$ cat src/rtl/stopwatch_ctrl_if.sv
`default_nettype none
// ============================================================================
// Module   : stopwatch_ctrl_if
// Purpose  : Button, time and display signals between the stopwatch
//            controller and its surroundings.
// Revision : 1.0 - initial release
// ============================================================================
interface stopwatch_ctrl_if;
  logic       btn_start_stop;
  logic       btn_clear;
  logic       btn_lap;
  logic [7:0] time_reading;
  logic       init_regs;
  logic       count_enabled;
  logic [7:0] display_reading;
  logic       lap_active;

  // Environment side: drives the raw buttons and the counter value.
  modport master (
    output btn_start_stop, btn_clear, btn_lap, time_reading,
    input  init_regs, count_enabled, display_reading, lap_active
  );

  // Controller side.
  modport slave (
    input  btn_start_stop, btn_clear, btn_lap, time_reading,
    output init_regs, count_enabled, display_reading, lap_active
  );
endinterface
`default_nettype wire

$ cat src/rtl/stopwatch_ctrl.sv
`default_nettype none
// ============================================================================
// Module   : stopwatch_ctrl
// Purpose  : Stopwatch control. Synchronizes and debounces three push-buttons
//            into single press pulses and runs the IDLE/RUN/PAUSE machine
//            that drives the counter enable/clear and a lap-freezable display.
// Revision : 1.0 - initial release
// ============================================================================
module stopwatch_ctrl #(
  parameter int CLK_FREQ    = 100000000,
  parameter int DEBOUNCE_MS = 10
) (
  input  logic            clk,
  input  logic            reset,
  stopwatch_ctrl_if.slave bus
);

  localparam int DB_RAW    = CLK_FREQ / 1000 * DEBOUNCE_MS;
  localparam int DB_CYCLES = (DB_RAW < 1) ? 1 : DB_RAW;
  localparam int CNT_W     = (DB_CYCLES > 1) ? $clog2(DB_CYCLES) : 1;
  localparam logic [CNT_W-1:0] CNT_LAST = CNT_W'(DB_CYCLES - 1);

  // Button order in all vectors: [0]=start_stop, [1]=clear, [2]=lap.
  logic [2:0] raw_btn;
  assign raw_btn = {bus.btn_lap, bus.btn_clear, bus.btn_start_stop};

  logic [2:0] sync1_q, sync1_d;
  logic [2:0] sync2_q, sync2_d;
  logic [1:0] sync_ok_q, sync_ok_d;   // [1] set once stage 2 holds real samples
  logic [2:0] press;

  // Two-flop synchronizer next values and the post-reset sample-valid shifter.
  always_comb begin
    sync1_d   = raw_btn;
    sync2_d   = sync1_q;
    sync_ok_d = {sync_ok_q[0], 1'b1};
  end

  // Synchronizer registers.
  always_ff @(posedge clk or posedge reset) begin
    if (reset) begin
      sync1_q   <= '0;
      sync2_q   <= '0;
      sync_ok_q <= '0;
    end else begin
      sync1_q   <= sync1_d;
      sync2_q   <= sync2_d;
      sync_ok_q <= sync_ok_d;
    end
  end

  genvar gi;
  generate
    for (gi = 0; gi < 3; gi++) begin : g_btn
      logic [CNT_W-1:0] cnt_q, cnt_d;
      logic level_q, level_d;
      logic prev_q, prev_d;
      logic armed_q, armed_d;
      logic pulse_q, pulse_d;

      // Debounce: level follows the input only after DB_CYCLES straight
      // mismatching samples. A press is only accepted once the button has
      // been seen released after reset, so a button held through reset
      // stays silent until it is let go and pressed again.
      always_comb begin
        cnt_d   = '0;
        level_d = level_q;
        if (sync2_q[gi] != level_q) begin
          if (cnt_q == CNT_LAST) begin
            level_d = sync2_q[gi];
          end else begin
            cnt_d = cnt_q + 1'b1;
          end
        end
        prev_d  = level_q;
        armed_d = armed_q | (sync_ok_q[1] & ~sync2_q[gi]);
        pulse_d = level_q & ~prev_q & armed_q;
      end

      // Debounce, edge-detect and arming registers.
      always_ff @(posedge clk or posedge reset) begin
        if (reset) begin
          cnt_q   <= '0;
          level_q <= 1'b0;
          prev_q  <= 1'b0;
          armed_q <= 1'b0;
          pulse_q <= 1'b0;
        end else begin
          cnt_q   <= cnt_d;
          level_q <= level_d;
          prev_q  <= prev_d;
          armed_q <= armed_d;
          pulse_q <= pulse_d;
        end
      end

      assign press[gi] = pulse_q;
    end
  endgenerate

  typedef enum logic [1:0] {
    ST_IDLE  = 2'd0,
    ST_RUN   = 2'd1,
    ST_PAUSE = 2'd2
  } state_t;

  state_t     state_q, state_d;
  logic       lap_q, lap_d;
  logic [7:0] disp_q, disp_d;
  logic       init_q, init_d;
  logic       cen_q, cen_d;
  logic       go_clr, go_ss, go_lap;

  // Control decisions: clear beats start_stop beats lap; losers are dropped.
  always_comb begin
    go_clr  = press[1];
    go_ss   = press[0] & ~press[1];
    go_lap  = press[2] & ~press[1] & ~press[0];
    state_d = state_q;
    lap_d   = lap_q;
    case (state_q)
      ST_IDLE: begin
        if (go_ss) begin
          state_d = ST_RUN;
        end else if (go_lap) begin
          lap_d = 1'b0;
        end
      end
      ST_RUN: begin
        if (go_ss) begin
          state_d = ST_PAUSE;
        end else if (go_lap) begin
          lap_d = ~lap_q;
        end
      end
      ST_PAUSE: begin
        if (go_clr) begin
          state_d = ST_IDLE;
        end else if (go_ss) begin
          state_d = ST_RUN;
        end else if (go_lap) begin
          lap_d = 1'b0;
        end
      end
      default: state_d = ST_IDLE;
    endcase
    if (state_d == ST_IDLE) begin
      lap_d = 1'b0;
    end
    // Loads on the edge that sets lap_active too, since lap_q is still 0.
    disp_d = lap_q ? disp_q : bus.time_reading;
    init_d = (state_d == ST_IDLE);
    cen_d  = (state_d == ST_RUN);
  end

  // State and registered Moore outputs.
  always_ff @(posedge clk or posedge reset) begin
    if (reset) begin
      state_q <= ST_IDLE;
      lap_q   <= 1'b0;
      disp_q  <= 8'h00;
      init_q  <= 1'b1;
      cen_q   <= 1'b0;
    end else begin
      state_q <= state_d;
      lap_q   <= lap_d;
      disp_q  <= disp_d;
      init_q  <= init_d;
      cen_q   <= cen_d;
    end
  end

  assign bus.init_regs       = init_q;
  assign bus.count_enabled   = cen_q;
  assign bus.display_reading = disp_q;
  assign bus.lap_active      = lap_q;

endmodule
`default_nettype wire
$ cat src/flat_wrapper.sv
// flat-port wrapper written by rule: the top's interface ports become plain ports
module stopwatch_ctrl_flat 
#(
  parameter int CLK_FREQ    = 100000000,
  parameter int DEBOUNCE_MS = 10
)
  (clk, reset, bus_btn_start_stop, bus_btn_clear, bus_btn_lap, bus_time_reading, bus_init_regs, bus_count_enabled, bus_display_reading, bus_lap_active);
  stopwatch_ctrl_if bus_i ();
  input  logic clk;
  input  logic reset;
  input wire logic [$bits(bus_i.btn_start_stop)-1:0] bus_btn_start_stop;
  input wire logic [$bits(bus_i.btn_clear)-1:0] bus_btn_clear;
  input wire logic [$bits(bus_i.btn_lap)-1:0] bus_btn_lap;
  input wire logic [$bits(bus_i.time_reading)-1:0] bus_time_reading;
  output wire logic [$bits(bus_i.init_regs)-1:0] bus_init_regs;
  output wire logic [$bits(bus_i.count_enabled)-1:0] bus_count_enabled;
  output wire logic [$bits(bus_i.display_reading)-1:0] bus_display_reading;
  output wire logic [$bits(bus_i.lap_active)-1:0] bus_lap_active;
  assign bus_i.btn_start_stop = bus_btn_start_stop;
  assign bus_i.btn_clear = bus_btn_clear;
  assign bus_i.btn_lap = bus_btn_lap;
  assign bus_i.time_reading = bus_time_reading;
  assign bus_init_regs = bus_i.init_regs;
  assign bus_count_enabled = bus_i.count_enabled;
  assign bus_display_reading = bus_i.display_reading;
  assign bus_lap_active = bus_i.lap_active;
  stopwatch_ctrl #(.CLK_FREQ(CLK_FREQ), .DEBOUNCE_MS(DEBOUNCE_MS)) u_core (.clk(clk), .reset(reset), .bus(bus_i));
endmodule
$ cat config.mk
export PLATFORM = sky130hd
export DESIGN_NAME = stopwatch_ctrl_flat
export DESIGN_NICKNAME = d
export VERILOG_FILES = /design/src/rtl/stopwatch_ctrl_if.sv /design/src/rtl/stopwatch_ctrl.sv /design/src/flat_wrapper.sv
export SDC_FILE = /design/constraint.sdc
export NUM_CORES = 1
export LEC_CHECK = 0
export CAP_MARGIN = 25
export CORE_ASPECT_RATIO = 1.75
export CORE_MARGIN = 1.5
export CORE_UTILIZATION = 50
export CTS_CLUSTER_DIAMETER = 30
export DETAILED_ROUTE_END_ITERATION = 8
export GPL_ROUTABILITY_DRIVEN = 1
export PLACE_DENSITY = 0.69
export SLEW_MARGIN = 40
export SYNTH_ARGS = -nofsm -noshare
export SYNTH_HDL_FRONTEND = slang
export SYNTH_SLANG_ARGS = --single-unit
$ cat constraint.sdc
create_clock -name clk -period 3.2 [get_ports clk]
set_input_delay 0.48 -clock clk [delete_from_list [all_inputs] [get_ports clk]]
set_output_delay 0.48 -clock clk [all_outputs]
set_load 0.005 [all_outputs]
# After elaboration in Yosys (flattened, before gate mapping)
# Index checks and enable logic that the tools add are counted.
[word_totals]
ff_bits = 93
output_inout_bits = 11
[classes]
n_mux = 17
reduce_logical = 7
eq_ne = 12
bitwise_logic = 24
addsub = 3
[op_table]
columns = ["cell", "n"]
rows = [
  ["20-bit two-way mux", 6],
  ["20-bit by 1-bit adder with 20-bit output (second input constant)", 3],
  ["20-bit == test (second input constant)", 3],
  ["1-bit bitwise AND", 12],
  ["1-bit inverter", 9],
  ["1-bit two-way mux", 6],
  ["2-bit two-way mux", 3],
  ["2-bit one-hot mux with 3 select lines", 1],
  ["2-bit AND reduction", 3],
  ["2-bit by 1-bit == test with 1-bit output (second input constant)", 2],
  ["2-bit zero test", 2],
  ["4-bit AND reduction", 1],
  ["4-bit nonzero test", 1],
  ["1-bit inequality test", 3],
  ["3-bit by 1-bit inequality test with 1-bit output (second input constant)", 1],
  ["3-bit by 2-bit inequality test with 1-bit output (second input constant)", 1],
  ["3-bit inequality test (second input constant)", 1],
  ["1-bit OR", 3],
  ["1-bit one-hot mux with 3 select lines", 1],
  ["2-bit == test (second input constant)", 1],
]

# Depth between registers and ports, before layout
# Gate-level depths: netlist of run 1.
[logic_depth]
ltp_word = 8
depth_mapped = 6
depth_no_buf = 5

# Worst setup path before layout of run 1
# Ideal clock, no wire load.
[synth_timing]
path_type = "register to register"
start = "register u_core.g_btn[1].cnt_q[0]"
end = "register u_core.g_btn[1].cnt_q[18]"
stages_incl_launch_ff = 7
required_ns = 3.123
period_less_slack_ns = 1.734
path_buffers = 1
path_slack_ns = 1.466
arrival_ns = 1.657
path_cell_list = "dfrtp_1 ha_1 nand3_1 or2_0 clkbuf_1 or4_1 a21oi_1"
[synth_via]
elab_chain_len = 3
word_cells_on_any_way = 4
[synth_rtl]
columns = ["item", "line_no", "rtl"]
rows = [
  ["start: declaration", "stopwatch_ctrl.sv:55", "logic [CNT_W-1:0] cnt_q, cnt_d;"],
  ["start signal: assignment", "stopwatch_ctrl.sv:89", "cnt_q <= cnt_d;"],
  ["20-bit by 1-bit adder with 20-bit output / 20-bit == test (equally long branches)", "stopwatch_ctrl.sv:72, stopwatch_ctrl.sv:69", ""],
  ["20-bit two-way mux *", "stopwatch_ctrl.sv:69", "if (cnt_q == CNT_LAST) begin"],
  ["20-bit two-way mux *", "stopwatch_ctrl.sv:68", "if (sync2_q[gi] != level_q) begin"],
  ["via u_core.g_btn[1].cnt_d[18]", "stopwatch_ctrl.sv:55", ""],
]
# The timed path passes the listed nets; every way through them passes the cells marked *.
# A chain may end at the register's enable or synchronous reset.

# Worst setup path after layout of run 1
[layout_timing]
start = "register u_core.g_btn[1].cnt_q[16]"
end = "register u_core.g_btn[1].cnt_q[19]"
# Same word-level chain as after synthesis.

==> results.yml, run 1 <==
pwr:
  seq_power_share_pct: 49.3
  p_int_mw: 1.962
  leakage_nw: 2.073
  pwr-share-clk_pct: 46.8
  p_switching_mw: 0.4925
  p_comb_share_pct: 3.8
  ir_worst_vdd_mv: 0.3305
  total_power_mw: 2.454
  cellPowerDensity_nw_per_um2: 501.3
  swShare_pct: 20.07
clock_network:
  cts.sink_count: 93
  ctsLongestPathBuffers: 2
  ctsHoldBuffers: 0
  ctsResizeCount: 0
  post-cts-setup-buffers: 0
  cts.htree.levels: 3
  cts_buffers: 9
  insertion_delay_ns: 0.34
  clkTransAtPathRegs_ns: 0.06
  cts_tree: "yes"
  root_buffer: "clkbuf_16"
drt:
  drt_wl_total_um: 7707
  firstDrtPassIters: 4
  wl_per_cell_um: 14.82
  via_per_inst: 5.679
  drt_iter0_markers: 119
  antenna_left: 0
  vias: 2953
  drc_errors: 0
setup_path:
  rr_worst_depth: 5
  endpoint_kind: "flip-flop"
  reg2reg_setup_slack_ns: 1.0
  critPathMaxStageDelay_ns: 0.62
  endpoint: "u_core.g_btn[1].cnt_q[19]$_DFF_PP0_"
  required_ns: 3.42
  r2r-end: "u_core.g_btn[1].cnt_q[19]$_DFF_PP0_"
  rr_startpoint: "u_core.g_btn[1].cnt_q[16]$_DFF_PP0_"
  crit_slowest_cell: "o31ai_2"
  critPathArrivalTime_ns: 2.42
  crit_buf_inv: 1
  start_kind: "flip-flop"
  crit_fanout: 12
  critPathKind: "flip-flop to flip-flop"
  cp-startpoint: "u_core.g_btn[1].cnt_q[16]$_DFF_PP0_"
  cp_cell_sequence: "nand3_1 -> or4b_1 -> o31ai_2 -> buf_4 -> a21oi_1"
  critical_path_depth: 5
  cpLargestDelayFamily: "simple AND/OR/NAND/NOR gates"
yosys:
  yosys.area.top_type: "dfrtp_1"
  ys_seq_area_share_pct: 55.17
  synth_nets: 417
  yosys_warnings: 0
  synth_ff_type: "dfrtp_1"
  async_flop_share_pct: 100.0
  synth_top_area_share_pct: 54.55
  synth_edf_count: 0
  syn_inst: 397
  synth_cell_types: 42
  netlist_area_um2: 4220
  yosysMostFrequentCell: "dfrtp_1"
  syn_avg_cell_area_um2: 10.63
  synth-seq-cells: 93
  ys_top_cells_by_count: "92 x dfrtp_1, 51 x nor2_1, 27 x xor2_1, 23 x nand2_1, 20 x nand3_1"
  synth_area_leaders: "dfrtp_1 55%, xor2_1 5.6%, nor2_1 4.5%"
status:
  status: "completed"
min_path:
  hp-class: "flip-flop to flip-flop"
grt:
  grt_pass1_vias: 3164
  antenna_found_initial: 0
  grtUsageTotal_pct: 19.36
  grt_overflow_total: 0
  grt_max_degree: 94
  grt_pass1_wl_um: 13750
sta:
  rsz0062_at_grt: "no"
  layout_setup_ws_ns: 0.9999
  post-route-min-period_ns: 2.200
  fin_setup_tns_ns: 0
  drv_slew: 0
  setup_viol: 0
  fmax_ghz: 0.4545
  fin_crit_sh_pct: 68.75
  max_slew_margin_pct: 49.61
  hold_ws_ns: 0.3470
  hold_viol: 0
  clock_skew_ns: 0.004771
  worst_pin_slew_ns: 0.7513
finish:
  syn2layout_area_growth_pct: 16.01
  diodes: 0
  drive_above_1_share_pct: 9.346
  fin_nets: 443
  instances_no_fill: 520
die:
  core_area_um2: 8258
  die_w_um: 72.45
  initial_core_util_pct: 51.11
  io_pins: 24
  die-height_um: 124.5
  core.rowCount: 44
  dieArea_um2: 9023
place:
  pre_cts_ws_ns: 1.036
  dp.cells: 504
  gp_congestion: 0.8800
  dp_hpwl_um: 5262
  port_buffers: 23
flow_run:
  maxCapViolations: 0
[final cells by class]
cell class | count | area (um^2)
clock buffers | 12 | 256.5
clock inverters | 4 | 70.07
fillers | 705 | 3362
inverters | 14 | 53.80
multi-input cells | 277 | 1792
flip-flops and latches | 93 | 2328
well taps | 92 | 115.1
repair buffers | 28 | 280.3
[sequential cells by signal, summed over array words and instances, names as in the netlist, 3 cells and up]
signal,flops
u_core.g_btn.prev_q,3
u_core.g_btn.level_q,3
u_core.bus.display_reading,8
u_core.g_btn.armed_q,3
u_core.g_btn.cnt_q,60
u_core.g_btn.pulse_q,3
u_core.sync1_q,3
u_core.sync2_q,3
[through the flow]
step / area (um^2) / utilization, %
2_1_floorplan: 4220 / -
3_3_place_gp: 4569 / 55.33
6_report: 4896 / 59.29
4_1_cts: 4896 / 59.29
5_1_grt: 4896 / 59.29
3_5_place_dp: 4569 / 55.33
[routing by layer]
layer  up-vias  share of wire (%)  track usage (%)  routed length, um
met5         -                  0                0                  0
met2        35                 53            33.06               4113
met1      1458                 41            21.51               3140
met4         0                3.9            12.32                298
met3        22                2.0            3.479                153
li1       1438                  -                -                  -
[worst reg2reg max path, cell delays in order (launching register included)]
cell,delay (ns)
dfrtp_1,0.40
nand3_1,0.12
or4b_1,0.56
o31ai_2,0.62
buf_4,0.31
a21oi_1,0.06
[worst min path at each step]
stage | from | to | slack (ns) | depth (start not counted)
6_report | u_core.sync1_q[2]$_DFF_PP0_ | u_core.sync2_q[2]$_DFF_PP0_ | 0.35 | 0
5_1_grt | u_core.sync1_q[0]$_DFF_PP0_ | u_core.sync2_q[0]$_DFF_PP0_ | 0.36 | 0
4_1_cts | u_core.sync1_q[2]$_DFF_PP0_ | u_core.sync2_q[2]$_DFF_PP0_ | 0.35 | 0
3_5_place_dp | u_core.sync1_q[2]$_DFF_PP0_ | u_core.sync2_q[2]$_DFF_PP0_ | 0.33 | 0
3_3_place_gp | u_core.sync_ok_q[0]$_DFF_PP0_ | u_core.sync_ok_q[1]$_DFF_PP0_ | 0.33 | 0
2_1_floorplan | u_core.sync1_q[0]$_DFF_PP0_ | u_core.sync2_q[0]$_DFF_PP0_ | 0.33 | 0
[power by group through the flow]
stage | registers (mW) | logic [mW] | clock network [mW]
after floorplan | 1.23 | 0.0521 | 0
after global placement | 1.23 | 0.0950 | 0
after detailed placement | 1.23 | 0.0980 | 0
after CTS | 1.21 | 0.0981 | 1.18
after global routing | 1.21 | 0.108 | 1.22
final | 1.21 | 0.0944 | 1.15
[logic make-up (layout without fill, tap and decap cells)]
logic type | after synthesis | in the layout | synth area share [%]
other | 1 | 1 | 0.08886
xor gates and xnor gates | 41 | 41 | 8.509
muxes | 12 | 12 | 3.172
AOI/OAI and AO/OA | 44 | 44 | 6.285
DFF | 93 | 93 | 55.17
adders and majority gates | 7 | 7 | 2.075
and+or+nand+nor | 172 | 172 | 21.97
buffers and inverters | 27 | 58 | 2.727
[layout by cell type, fill, tap and decap left out, types with 4 or more instances in the layout]
master and instances:
a21o_1 4, a21oi_1 17, and3_1 6, and4_1 6, buf_4 4, clkbuf_16 9
clkdlybuf4s50_1 23, dfrtp_1 92, ha_1 7, inv_1 13, mux2_2 11, nand2_1 23
nand3_1 20, nand4_1 14, nor2_1 51, nor3_1 9, nor4_1 5, nor4b_1 5
o21ai_0 10, o31ai_1 6, or3_1 11, or4_1 6, xnor2_1 14, xor2_1 27
No activity file was read; power rests on OpenSTA's default activity.
==> inputs of run 2 (changes only) <==
--- a/config.mk
+++ b/config.mk
@@ -12,7 +12,7 @@
 export CTS_CLUSTER_DIAMETER = 30
 export DETAILED_ROUTE_END_ITERATION = 8
 export GPL_ROUTABILITY_DRIVEN = 1
-export PLACE_DENSITY = 0.69
+export PLACE_DENSITY = 0.71
 export SLEW_MARGIN = 40
 export SYNTH_ARGS = -nofsm -noshare
 export SYNTH_HDL_FRONTEND = slang
==> constraint.sdc (replaced) <==
create_clock -name clk -period 1.9 [get_ports clk]
set_input_delay 0.285 -clock clk [delete_from_list [all_inputs] [get_ports clk]]
set_output_delay 0.285 -clock clk [all_outputs]
set_load 0.005 [all_outputs]
==> run 2 against run 1 <==
Final cell count up 2.5%. Non-clock buffer count up 13. Fmax up 21%. Largest cell class unchanged. Critical path type unchanged. Utilization up 1.1 points. Via count up 2.2%. Global-route usage down 0.32 points.
==> results.yml, run 2 (synthesized netlist as in run 1, its figures left out) <==
die:
  dieArea_um2: 9023
  die_w_um: 72.45
  die-height_um: 124.5
  initial_core_util_pct: 51.11
  core_area_um2: 8258
  core.rowCount: 44
  io_pins: 24
pwr:
  total_power_mw: 4.069
  leakage_nw: 2.113
  ir_worst_vdd_mv: 0.5387
  cellPowerDensity_nw_per_um2: 816.3
setup_path:
  critPathKind: "flip-flop to flip-flop"
  crit_fanout: 5
  required_ns: 2.12
  cp_cell_sequence: "nand3_1 -> or4b_1 -> nor3_1 -> mux2_2"
  crit_buf_inv: 0
  critPathArrivalTime_ns: 2.04
  start_kind: "flip-flop"
  cpLargestDelayFamily: "simple AND/OR/NAND/NOR gates"
  critPathMaxStageDelay_ns: 0.57
  endpoint_kind: "flip-flop"
  crit_slowest_cell: "or4b_1"
flow_run:
  maxCapViolations: 0
sta:
  layout_setup_ws_ns: 0.08583
  fin_setup_tns_ns: 0
  fin_crit_sh_pct: 95.48
  hold_viol: 0
  drv_slew: 0
  clock_skew_ns: 0.004074
  fmax_ghz: 0.5512
  post-route-min-period_ns: 1.814
  rsz0062_at_grt: "no"
  setup_viol: 0
clock_network:
  ctsLongestPathBuffers: 2
  ctsHoldBuffers: 0
  cts_buffers: 9
  clkTransAtPathRegs_ns: 0.06
  cts_tree: "yes"
  ctsResizeCount: 0
  cts.htree.levels: 3
  cts.sink_count: 93
  insertion_delay_ns: 0.34
  post-cts-setup-buffers: 0
  root_buffer: "clkbuf_16"
place:
  port_buffers: 23
  dp_hpwl_um: 5510
  pre_cts_ws_ns: 0.07427
  dp.cells: 517
  gp_congestion: 0.8712
finish:
  syn2layout_area_growth_pct: 18.11
  top_register: "u_core.g_btn.cnt_q"
  instances_no_fill: 533
  nFillCells: 685
  fin_nets: 456
  drive_above_1_share_pct: 11.79
  largest_reg_flops: 60
  final_common_cell: "dfrtp_1"
  diodes: 0
  most-common-layout-cells: "92 x dfrtp_1, 51 x nor2_1, 27 x xor2_1"
grt:
  grtUsageMet1_pct: 22.02
  grt_pass1_vias: 3022
  grt_overflow_total: 0
  antenna_found_initial: 0
  busiest_layer: "met2"
  grt_max_degree: 52
  grtUsageMet3_pct: 4.369
  grtUsageTotal_pct: 19.04
  grt_pass1_wl_um: 13470
  grtUsageMet2_pct: 33.17
status:
  status: "completed"
drt:
  drc_errors: 0
  antenna_left: 0
  firstDrtPassIters: 4
  drt_iter0_markers: 122
  wl_per_cell_um: 14.48
  via_per_inst: 5.664
  vias: 3019
  drt_wl_total_um: 7719
min_path:
  hp-class: "input port to asynchronous set/reset pin"
## run 2: cell count changes in the layout (fill, tap and decap cells not counted), moves of 2 or more
cell and change:
clkinv_2 -2, clkbuf_1 +2, buf_4 +12, clkbuf_8 -2, clkinvlp_4 +2
## run 2: layout make-up
class	instances	area (um^2)	area share, %
inverters	14	56.30	1.130
clock inverters	4	72.57	1.456
well taps	92	115.1	2.309
multi-input cells	277	1794	35.99
flip-flops and latches	93	2328	46.71
repair buffers	41	381.6	7.656
clock buffers	12	236.5	4.744
## run 2: worst paths after layout
check	startpoint	endpoint	slack, ns	cells after the start
worst max-delay path	u_core.g_btn[1].cnt_q[16]$_DFF_PP0_	u_core.g_btn[1].level_q$_DFFE_PP0P_	0.09	4
worst min-delay path	reset	u_core.g_btn[2].cnt_q[13]$_DFF_PP0_	0.28	2
worst max register to register	u_core.g_btn[1].cnt_q[16]$_DFF_PP0_	u_core.g_btn[1].level_q$_DFFE_PP0P_	0.09	4
worst min register to register	u_core.sync1_q[1]$_DFF_PP0_	u_core.sync2_q[1]$_DFF_PP0_	0.35	0
max in group asynchronous	reset	u_core.bus.init_regs$_DFF_PP1_	1.06	3
min in group clk	u_core.sync1_q[1]$_DFF_PP0_	u_core.sync2_q[1]$_DFF_PP0_	0.35	0
## run 2: per-stage QoR
step | hold WS (ns) | util (%) | area, um^2
3_5_place_dp | 0.3347 | 56.55 | 4669
4_1_cts | 0.2854 | 60.29 | 4979
2_1_floorplan | 0.3164 | - | 4224
5_1_grt | 0.2988 | 60.36 | 4985
3_3_place_gp | 0.3318 | 56.55 | 4669
6_report | 0.2785 | 60.36 | 4985
## run 2: per-layer routing
metal,vias to the layer above,wire (um)
met4,0,116
met1,1503,3119
met2,38,4298
met5,-,0
li1,1469,-
met3,9,185
## run 2: power breakdown
| group | internal, mW | switching, mW | leakage (nW) | total, mW |
|---|---|---|---|---|
| clock network | 1.15 | 0.712 | 0.147 | 1.86 |
| registers | 2.01 | 0.0235 | 1.24 | 2.04 |
| logic | 0.0779 | 0.0913 | 0.731 | 0.169 |
## run 2: worst register-to-register path: stages, from the launching register on
cell	delay (ns)
dfrtp_1	0.40
nand3_1	0.13
or4b_1	0.57
nor3_1	0.25
mux2_2	0.35
==> inputs of run 3 (changes only) <==
--- a/config.mk
+++ b/config.mk
@@ -5,6 +5,7 @@
 export SDC_FILE = /design/constraint.sdc
 export NUM_CORES = 1
 export LEC_CHECK = 0
+export ABC_AREA = 1
 export CAP_MARGIN = 25
 export CORE_ASPECT_RATIO = 1.75
 export CORE_MARGIN = 1.5
==> run 3 against run 2 <==
Via count up 24%. Final cell count up 38%. Sequential cell count unchanged. Clock skew grew 0.0033 ns. First-iteration DRC count up 19%. Sequential power about the same. Clock-buffer cell count decreased by 2. Synthesized cell count rose by 45%. Worst hold slack lost 0.011 ns. Wire length grew 24%. Critical endpoint is now bus_lap_active. Largest power group unchanged.
==> results.yml, run 3 <==
drt:
  drt_iter0_markers: 145
  drt_wl_total_um: 9571
  antenna_left: 0
  wl_per_cell_um: 13.02
  firstDrtPassIters: 6
  drc_errors: 0
  via_per_inst: 5.079
  vias: 3733
sta:
  drv_slew: 0
  fin_crit_sh_pct: 90.67
  layout_setup_ws_ns: 0.1773
  rsz0062_at_grt: "no"
  hold_viol: 0
  max_slew_margin_pct: 64.19
  fmax_ghz: 0.5805
  setup_viol: 0
  clock_skew_ns: 0.007401
  worst_pin_slew_ns: 0.5330
  fin_setup_tns_ns: 0
  post-route-min-period_ns: 1.723
clock_network:
  clkTransAtPathRegs_ns: 0.06
  cts.htree.levels: 3
  ctsResizeCount: 0
  ctsHoldBuffers: 0
  post-cts-setup-buffers: 0
  cts_buffers: 9
  root_buffer: "clkbuf_16"
  cts_tree: "yes"
  insertion_delay_ns: 0.33
  ctsLongestPathBuffers: 2
  cts.sink_count: 93
grt:
  grt_pass1_vias: 3832
  grt_max_degree: 45
  antenna_found_initial: 0
  grt_pass1_wl_um: 16840
  grtUsageTotal_pct: 20.79
  grt_overflow_total: 0
setup_path:
  cp_cell_sequence: "clkdlybuf4s50_1"
  critPathKind: "flip-flop to output port"
  crit_buf_inv: 1
  crit_fanout: 10
  critPathMaxStageDelay_ns: 0.57
  endpoint_kind: "output port"
  cpLargestDelayFamily: "buffers and inverters"
  required_ns: 1.62
  rr_startpoint: "u_core.g_btn[2].cnt_q[0]$_DFF_PP0_"
  start_kind: "flip-flop"
  critPathArrivalTime_ns: 1.44
  crit_slowest_cell: "clkdlybuf4s50_1"
  cp-startpoint: "u_core.bus.lap_active$_DFFE_PP0P_"
yosys:
  syn_avg_cell_area_um2: 8.176
  yosys.area.top_type: "dfrtp_1"
  ys_top_cells_by_count: "134 x nand2_1, 120 x nor2_1, 92 x dfrtp_1, 63 x inv_1, 26 x nand3_1"
  netlist_area_um2: 4710
  synth_cell_types: 32
  synth_area_leaders: "dfrtp_1 49%, nand2_1 11%, nor2_1 9.6%"
  syn_inst: 576
  async_flop_share_pct: 100.0
  yosys_warnings: 0
  synth_top_area_share_pct: 48.88
  ys_seq_area_share_pct: 49.44
  synth-seq-cells: 93
  yosysMostFrequentCell: "nand2_1"
  synth_ff_type: "dfrtp_1"
  synth_edf_count: 0
  synth_nets: 596
finish:
  largest_reg_flops: 60
  top_register: "u_core.g_btn.cnt_q"
  most-common-layout-cells: "134 x nand2_1, 120 x nor2_1, 92 x dfrtp_1"
  final_common_cell: "nand2_1"
  diodes: 0
  fin_nets: 630
  drive_above_1_share_pct: 11.06
  syn2layout_area_growth_pct: 15.30
die:
  die-height_um: 131.4
  core.rowCount: 46
  core_area_um2: 9094
  die_w_um: 76.37
  dieArea_um2: 10030
  io_pins: 24
  initial_core_util_pct: 51.79
flow_run:
  maxCapViolations: 0
place:
  gp_congestion: 0.8997
  pre_cts_ws_ns: 0.3674
  port_buffers: 23
  dp_hpwl_um: 7293
pwr:
  leakage_nw: 2.486
  ir_worst_vdd_mv: 0.5594
  cellPowerDensity_nw_per_um2: 750.6
min_path:
  hp-class: "input port to asynchronous set/reset pin"
status:
  status: "completed"
==> run 3: final timing paths <==
path	to	depth (start not counted)	slack [ns]
hold / removal	u_core.g_btn[1].prev_q$_DFF_PP0_	2	0.27
max in group asynchronous	u_core.g_btn[0].cnt_q[15]$_DFF_PP0_	3	1.00
hold reg to reg	u_core.sync2_q[2]$_DFF_PP0_	0	0.35
setup / recovery	bus_lap_active	1	0.18
setup reg to reg	u_core.g_btn[2].cnt_q[19]$_DFF_PP0_	8	0.36
min in group clk	u_core.sync2_q[2]$_DFF_PP0_	0	0.35
==> run 3: layer usage <==
metal,up-vias,track usage (%),wire length (um)
met5,-,0,0
li1,1854,-,-
met1,1759,21.76,3656
met2,90,38.74,5267
met4,0,10.80,373
met3,30,3.681,274
==> run 3: cells by family (layout without fill, tap and decap cells) <==
group,count (synthesis),in the layout,share of synthesized area [%]
flip-flops,93,93,49.44
AND/OR/NAND/NOR,348,348,34.64
buffers and inverters,78,117,6.297
AO/OA/AOI/OAI,21,21,2.471
other,1,1,0.07963
adder cells (fa/ha/maj),7,7,1.860
XOR/XNOR,28,28,5.207
==> run 3: final cells by class <==
| cell class | count | area (um^2) |
|---|---|---|
| Clock buffer | 10 | 229.0 |
| Tap cell | 120 | 150.1 |
| Timing Repair Buffer | 26 | 265.3 |
| Inverter | 75 | 285.3 |
| Fill cell | 831 | 3664 |
| Sequential cell | 93 | 2328 |
| Clock inverter | 6 | 87.58 |
| Multi-Input combinational cell | 405 | 2085 |
==> run 3: worst register-to-register path: stages (launching register included) <==
cell and delay (ns):
dfrtp_1 0.38, ha_1 0.20, nand2_1 0.11, nor3_2 0.19
nand3_1 0.16, nand2_2 0.20, inv_2 0.08, nand2_1 0.06
nor2_1 0.04
==> run 3: per-stage QoR <==
step                      instances  instance area [um^2]  hold WS, ns  util, %  power (mW)
after CTS                       735                  5430       0.2613    59.71       4.128
after global placement          719                  5114       0.3343    56.23       2.232
final                           735                  5430       0.2676    59.71       4.076
after global routing            735                  5430       0.2894    59.71       4.228
after detailed placement        719                  5114       0.3387    56.23       2.237
after floorplan                 576                  4713       0.3164        -       2.154
==> run 3: where the power goes <==
group	internal, mW	switching [mW]	leakage (nW)
clock network	1.15	0.732	0.145
logic	0.0654	0.0963	1.11
registers	2.01	0.0203	1.24
